<file path="src/rtl/step_clock_if.sv">
// Button, halt and step-strobe signals exchanged between the board/datapath side
// (master) and the run/step controller (slave).
interface step_clock_if;
    logic        BtnStep;
    logic        BtnRun;
    logic        Halt;
    logic        ClkEn;
    logic        Running;
    logic [15:0] StepCount;

    modport master (
        output BtnStep, BtnRun, Halt,
        input  ClkEn, Running, StepCount
    );

    modport slave (
        input  BtnStep, BtnRun, Halt,
        output ClkEn, Running, StepCount
    );
endinterface

</file>
<file path="src/rtl/step_clock_ctrl.sv">
// Run/step controller: debounces the Step and Run buttons and issues a one-cycle
// datapath clock enable, either per Step press (PAUSE) or every DIV_COUNT cycles (RUN).
module step_clock_ctrl #(
    parameter int DIV_COUNT       = 50_000_000,
    parameter int DEBOUNCE_CYCLES = 1_000_000,
    parameter int CNT_W           = 32
) (
    input  logic         Clk,
    input  logic         Reset,
    step_clock_if.slave  bus
);

    typedef enum logic {
        PAUSE = 1'b0,
        RUN   = 1'b1
    } state_t;

    localparam logic [CNT_W-1:0] PRESC_LAST = CNT_W'(DIV_COUNT - 1);
    localparam logic [CNT_W-1:0] DEB_LAST   = CNT_W'(DEBOUNCE_CYCLES - 1);

    // Bit 0 is the Step button, bit 1 the Run button.
    logic [1:0] raw_s;
    logic [1:0] press_s;

    assign raw_s = {bus.BtnRun, bus.BtnStep};

    for (genvar i = 0; i < 2; i++) begin : g_deb
        logic             sync1_r;
        logic             sync2_r;
        logic             level_r;
        logic             level_d_r;
        logic [CNT_W-1:0] cnt_r;

        // Synchronize the raw button and accept a new level after a full run of differing samples.
        always_ff @(posedge Clk or posedge Reset) begin
            if (Reset) begin
                sync1_r   <= 1'b0;
                sync2_r   <= 1'b0;
                level_r   <= 1'b0;
                level_d_r <= 1'b0;
                cnt_r     <= '0;
            end else begin
                sync1_r   <= raw_s[i];
                sync2_r   <= sync1_r;
                level_d_r <= level_r;
                if (sync2_r == level_r) begin
                    cnt_r <= '0;
                end else if (cnt_r == DEB_LAST) begin
                    level_r <= ~level_r;
                    cnt_r   <= '0;
                end else begin
                    cnt_r <= cnt_r + CNT_W'(1);
                end
            end
        end

        assign press_s[i] = level_r & ~level_d_r;
    end

    state_t           state_r, state_s;
    logic [CNT_W-1:0] presc_r, presc_s;
    logic             clk_en_r, clk_en_s;
    logic             running_r;
    logic [15:0]      count_r;

    // Next-state and strobe decode; Halt overrides everything and drops presses on the floor.
    always_comb begin
        state_s  = state_r;
        presc_s  = presc_r;
        clk_en_s = 1'b0;
        if (bus.Halt) begin
            state_s = PAUSE;
            presc_s = '0;
        end else begin
            case (state_r)
                PAUSE: begin
                    if (press_s[1]) begin
                        state_s = RUN;
                        presc_s = '0;
                    end else if (press_s[0]) begin
                        clk_en_s = 1'b1;
                    end else begin
                        state_s = PAUSE;
                    end
                end
                RUN: begin
                    if (press_s[1]) begin
                        state_s = PAUSE;
                        presc_s = '0;
                    end else if (presc_r == PRESC_LAST) begin
                        clk_en_s = 1'b1;
                        presc_s  = '0;
                    end else begin
                        presc_s = presc_r + CNT_W'(1);
                    end
                end
                default: begin
                    state_s = PAUSE;
                    presc_s = '0;
                end
            endcase
        end
    end

    // State, prescaler and registered outputs; StepCount advances with each issued strobe.
    always_ff @(posedge Clk or posedge Reset) begin
        if (Reset) begin
            state_r   <= PAUSE;
            presc_r   <= '0;
            clk_en_r  <= 1'b0;
            running_r <= 1'b0;
            count_r   <= 16'h0000;
        end else begin
            state_r   <= state_s;
            presc_r   <= presc_s;
            clk_en_r  <= clk_en_s;
            running_r <= (state_s == RUN);
            if (clk_en_s) begin
                count_r <= count_r + 16'd1;
            end else begin
                count_r <= count_r;
            end
        end
    end

    assign bus.ClkEn     = clk_en_r;
    assign bus.Running   = running_r;
    assign bus.StepCount = count_r;

endmodule

</file>
<file path="src/flat_wrapper.sv">
// flat-port wrapper written by rule: the top's interface ports become plain ports
module step_clock_ctrl_flat 
#(
    parameter int DIV_COUNT       = 50_000_000,
    parameter int DEBOUNCE_CYCLES = 1_000_000,
    parameter int CNT_W           = 32
)
  (Clk, Reset, bus_BtnStep, bus_BtnRun, bus_Halt, bus_ClkEn, bus_Running, bus_StepCount);
  step_clock_if bus_i ();
  input  logic Clk;
  input  logic Reset;
  input wire logic [$bits(bus_i.BtnStep)-1:0] bus_BtnStep;
  input wire logic [$bits(bus_i.BtnRun)-1:0] bus_BtnRun;
  input wire logic [$bits(bus_i.Halt)-1:0] bus_Halt;
  output wire logic [$bits(bus_i.ClkEn)-1:0] bus_ClkEn;
  output wire logic [$bits(bus_i.Running)-1:0] bus_Running;
  output wire logic [$bits(bus_i.StepCount)-1:0] bus_StepCount;
  assign bus_i.BtnStep = bus_BtnStep;
  assign bus_i.BtnRun = bus_BtnRun;
  assign bus_i.Halt = bus_Halt;
  assign bus_ClkEn = bus_i.ClkEn;
  assign bus_Running = bus_i.Running;
  assign bus_StepCount = bus_i.StepCount;
  step_clock_ctrl #(.DIV_COUNT(DIV_COUNT), .DEBOUNCE_CYCLES(DEBOUNCE_CYCLES), .CNT_W(CNT_W)) u_core (.Clk(Clk), .Reset(Reset), .bus(bus_i));
endmodule
</file>
<file path="config.mk">
export PLATFORM = sky130hd
export DESIGN_NAME = step_clock_ctrl_flat
export DESIGN_NICKNAME = d
export VERILOG_FILES = /design/src/rtl/step_clock_if.sv /design/src/rtl/step_clock_ctrl.sv /design/src/flat_wrapper.sv
export SDC_FILE = /design/constraint.sdc
export NUM_CORES = 1
export LEC_CHECK = 0
export ABC_AREA = 1
export CORE_MARGIN = 10
export CORE_UTILIZATION = 40
export DETAILED_ROUTE_END_ITERATION = 10
export SYNTH_ARGS = -nofsm -noshare
export SYNTH_HDL_FRONTEND = slang
export SYNTH_SLANG_ARGS = --single-unit
</file>
<file path="constraint.sdc">
create_clock -name Clk -period 5.9 [get_ports Clk]
set_input_delay 1.475 -clock Clk [delete_from_list [all_inputs] [get_ports Clk]]
set_output_delay 1.475 -clock Clk [all_outputs]
set_load 0.01 [all_outputs]
</file>
==> impl_metrics.tcl <==
set metrics [dict create \
    wl_met2_um 8060 \
    area_delta_synth_final_pct 15.2 \
    ant_nets 0 \
    synthDistinctLibCells 35 \
    syn-num-nets 1071 \
    max_slew_margin_pct 46.2 \
    synth.avg_cell_area_um2 6.95 \
    worstHoldPathType "flop to flop" \
    grt_pass1_vias 6305 \
    switching_share_pct 20.7 \
    rsz0062_at_grt "no" \
    fin_nets 1102 \
    ios 23 \
    routed_wl_um 17600 \
    wl_met1_um 8560 \
    pre_cts_ws_ns 2.54 \
    hold_buffers 0 \
    max_freq_ghz 0.336 \
    synthArstFlopShare_pct 100 \
    cts_tree "built" \
    power-per-cell-area_mw_per_mm2 246 \
    post_cts_resized 0 \
    seq_area_frac_synth_pct 41.4 \
    path_buf_inv 1 \
    holdPathStages 0 \
    critPathTopFamily "buffers and inverters" \
    r2r_setup_slack_ns 3.93 \
    slowest_stage "clkdlybuf4s50_1" \
    numCtsBuffers 17 \
    vias 6543 \
    period_needed_ns 2.97 \
    instances_no_fill 1335 \
    cts_setup_buffers 0 \
    cts.sinks 122 \
    n_antenna_cell 0 \
    std_cell_rows 49 \
    p_int_mw 1.66 \
    top_layer "met4" \
    die_h_um 156 \
    crit_arrival_ns 1.50 \
    setup_violations 0 \
    io_buffers 22 \
    dp.cells 1303 \
    synth_flop_cell "dfrtp_1" \
    reg2reg_to "u_core.g_deb[0].cnt_r[9]" \
    grt_pass1_wl_um 30400 \
    dp_hpwl_um 12900 \
    die_area_mm2 0.0243 \
    synth_warnings 0 \
    crit_path_start_kind "flop" \
    grt_max_degree 62 \
    worstSkewPairLatency_ns 0.42 \
    fin_ws_ns 2.93 \
    min_from "u_core.g_deb[1].sync1_r" \
    path_cells "clkdlybuf4s50_1" \
    end_kind "output pin" \
    irDropWorstVdd_mv 0.186 \
    power.total_mw 2.09 \
    r2r-start "u_core.g_deb[0].cnt_r[0]" \
    layout-drive-gt1-share_pct 6.33 \
    ctsHtreeMaxLevel 4 \
    drc 0 \
    finalHoldViolations 0 \
    drt_pass1_iterations 6 \
    cap_violations 0 \
    start_util_pct 40.8 \
    clk_pin_slew_ns 0.06 \
    fillers 1794 \
    hold_ws_ns 0.349 \
    dr_wl_met3_um 745 \
    wl_per_cell_um 13.2 \
    status "complete, no violations" \
    switching_power_mw 0.434 \
    required_ns 4.43 \
    hold_end "u_core.g_deb[1].sync2_r" \
    combPwrFrac_pct 2.0 \
    postSynthCellCount 1062 \
    slew_violations 0 \
    vias_per_cell 4.90 \
    max_stage_delay_ns 0.61 \
    grt.overflow.total 0 \
    synth_seq_cells 122 \
    routabilityCongestion 0.913 \
    cts_buffer_depth 2 \
    cts_root_buffer "clkbuf_16" \
    synth_area_mm2 0.00738 \
    synth_edf_count 0 \
    grt.total_usage_pct 15.2 \
    r2r_cells 8 \
    skew_ns 0.00788 \
    cellLeakagePower_nw 3.71 \
    critical_path_class "flop to output pin" \
    min_period_over_period_pct 50.4 \
    antenna_found_initial 0 \
    die_x_um 156 \
    tightest_slew_ns 0.806 \
    drtIter0Drc 359 \
    seq_power_share_pct 40.4 \
    clkPwrFrac_pct 57.5 \
    fin_tns_setup_ns 0 \
    cp_max_fo 5 \
    core_mm2 0.0181 \
]
[cells in the mapped netlist (5+ instances only)]
| master | n | area share [%] |
|---|---|---|
| clkbuf_1 | 5 | 0.25 |
| dfrtp_1 | 122 | 41 |
| inv_1 | 118 | 6.0 |
| nand2_1 | 330 | 17 |
| nand3_1 | 106 | 7.2 |
| nand3b_1 | 5 | 0.51 |
| nand4_1 | 22 | 1.9 |
| nor2_1 | 195 | 9.9 |
| nor2_2 | 20 | 1.7 |
| nor2_4 | 5 | 0.76 |
| nor3_1 | 31 | 2.1 |
| o21ai_0 | 9 | 0.61 |
| xnor2_1 | 15 | 1.8 |
| xor2_1 | 40 | 4.7 |
[final cells by class]
cell class / instances / area, µm² / share of cell area, %
sequential: 122 / 3050 / 35.9
timing repair buffer: 24 / 235 / 2.77
tap: 229 / 287 / 3.37
clock inverter: 13 / 238 / 2.79
clock buffer: 19 / 443 / 5.21
multi-input combinational: 809 / 3800 / 44.7
inverter: 119 / 449 / 5.28
[per-layer routing]
layer  vias to the layer above  track usage (%)
li1                       3387                -
met1                      3031             20.2
met2                       112             24.1
met3                        13             3.45
met4                         0             4.50
met5                         -                0
[per-stage QoR]
step                instance area, µm²  utilization [%]
global placement                  7830             43.3
CTS                               8510             47.0
floorplan                         7380                -
finish                            8510             47.0
detailed placement                7830             43.3
global route                      8510             47.0
[worst register-to-register path, cell delays in order, from the launching register on]
cell      delay (ns)
dfrtp_1         0.37
ha_1            0.20
nand2_1         0.09
nor2_1          0.15
nand2_1         0.18
nor3_1          0.33
nand3b_1        0.14
nand2_1         0.30
nor2_1          0.08
[power groups by stage]
stage / Sequential (mW) / Combinational [mW] / Clock (mW)
after global routing: 0.845 / 0.0505 / 1.26
after detailed placement: 0.860 / 0.0451 / 0
after floorplan: 0.859 / 0.0316 / 0
final: 0.845 / 0.0427 / 1.20
after global placement: 0.860 / 0.0446 / 0
after CTS: 0.845 / 0.0452 / 1.23
[sequential cells by signal, indices dropped and copies added, names as in the netlist]
register	flops
u_core.g_deb.level_d_r	2
u_core.state_r	1
u_core.g_deb.cnt_r	64
u_core.bus.StepCount	16
u_core.g_deb.sync2_r	2
u_core.g_deb.level_r	2
u_core.presc_r	32
u_core.bus.ClkEn	1
u_core.g_deb.sync1_r	2
[worst max path at each step]
stage                              start  cells after the start                        to
after floorplan                    Reset                      1          u_core.bus.ClkEn
after global placement          bus_Halt                      7  u_core.bus.StepCount[11]
after detailed placement        bus_Halt                      7   u_core.bus.StepCount[3]
after CTS                 u_core.state_r                      1               bus_Running
after global routing            bus_Halt                      7   u_core.bus.StepCount[7]
final                     u_core.state_r                      1               bus_Running
[kinds of logic (layout without fill, tap and decap cells)]
kind of cell / count (synthesis) / in the layout / synth area share, %
xor gates and xnor gates: 55 / 55 / 6.53
buffers and inverters: 131 / 175 / 7.14
DFF: 122 / 122 / 41.4
and+or+nand+nor: 733 / 733 / 43.0
AOI/OAI and AO/OA: 17 / 17 / 1.34
adders and majority gates: 4 / 4 / 0.678
[placed cells by master (no fill, tap or decap), types with 15 or more instances in the layout]
cell	instances
nand2_1	330
nor2_1	195
dfrtp_1	122
inv_1	117
nand3_1	106
xor2_1	40
nor3_1	31
nand4_1	22
clkdlybuf4s50_1	22
nor2_2	20
clkbuf_16	17
xnor2_1	15
No activity file was read; power rests on OpenSTA's default activity.
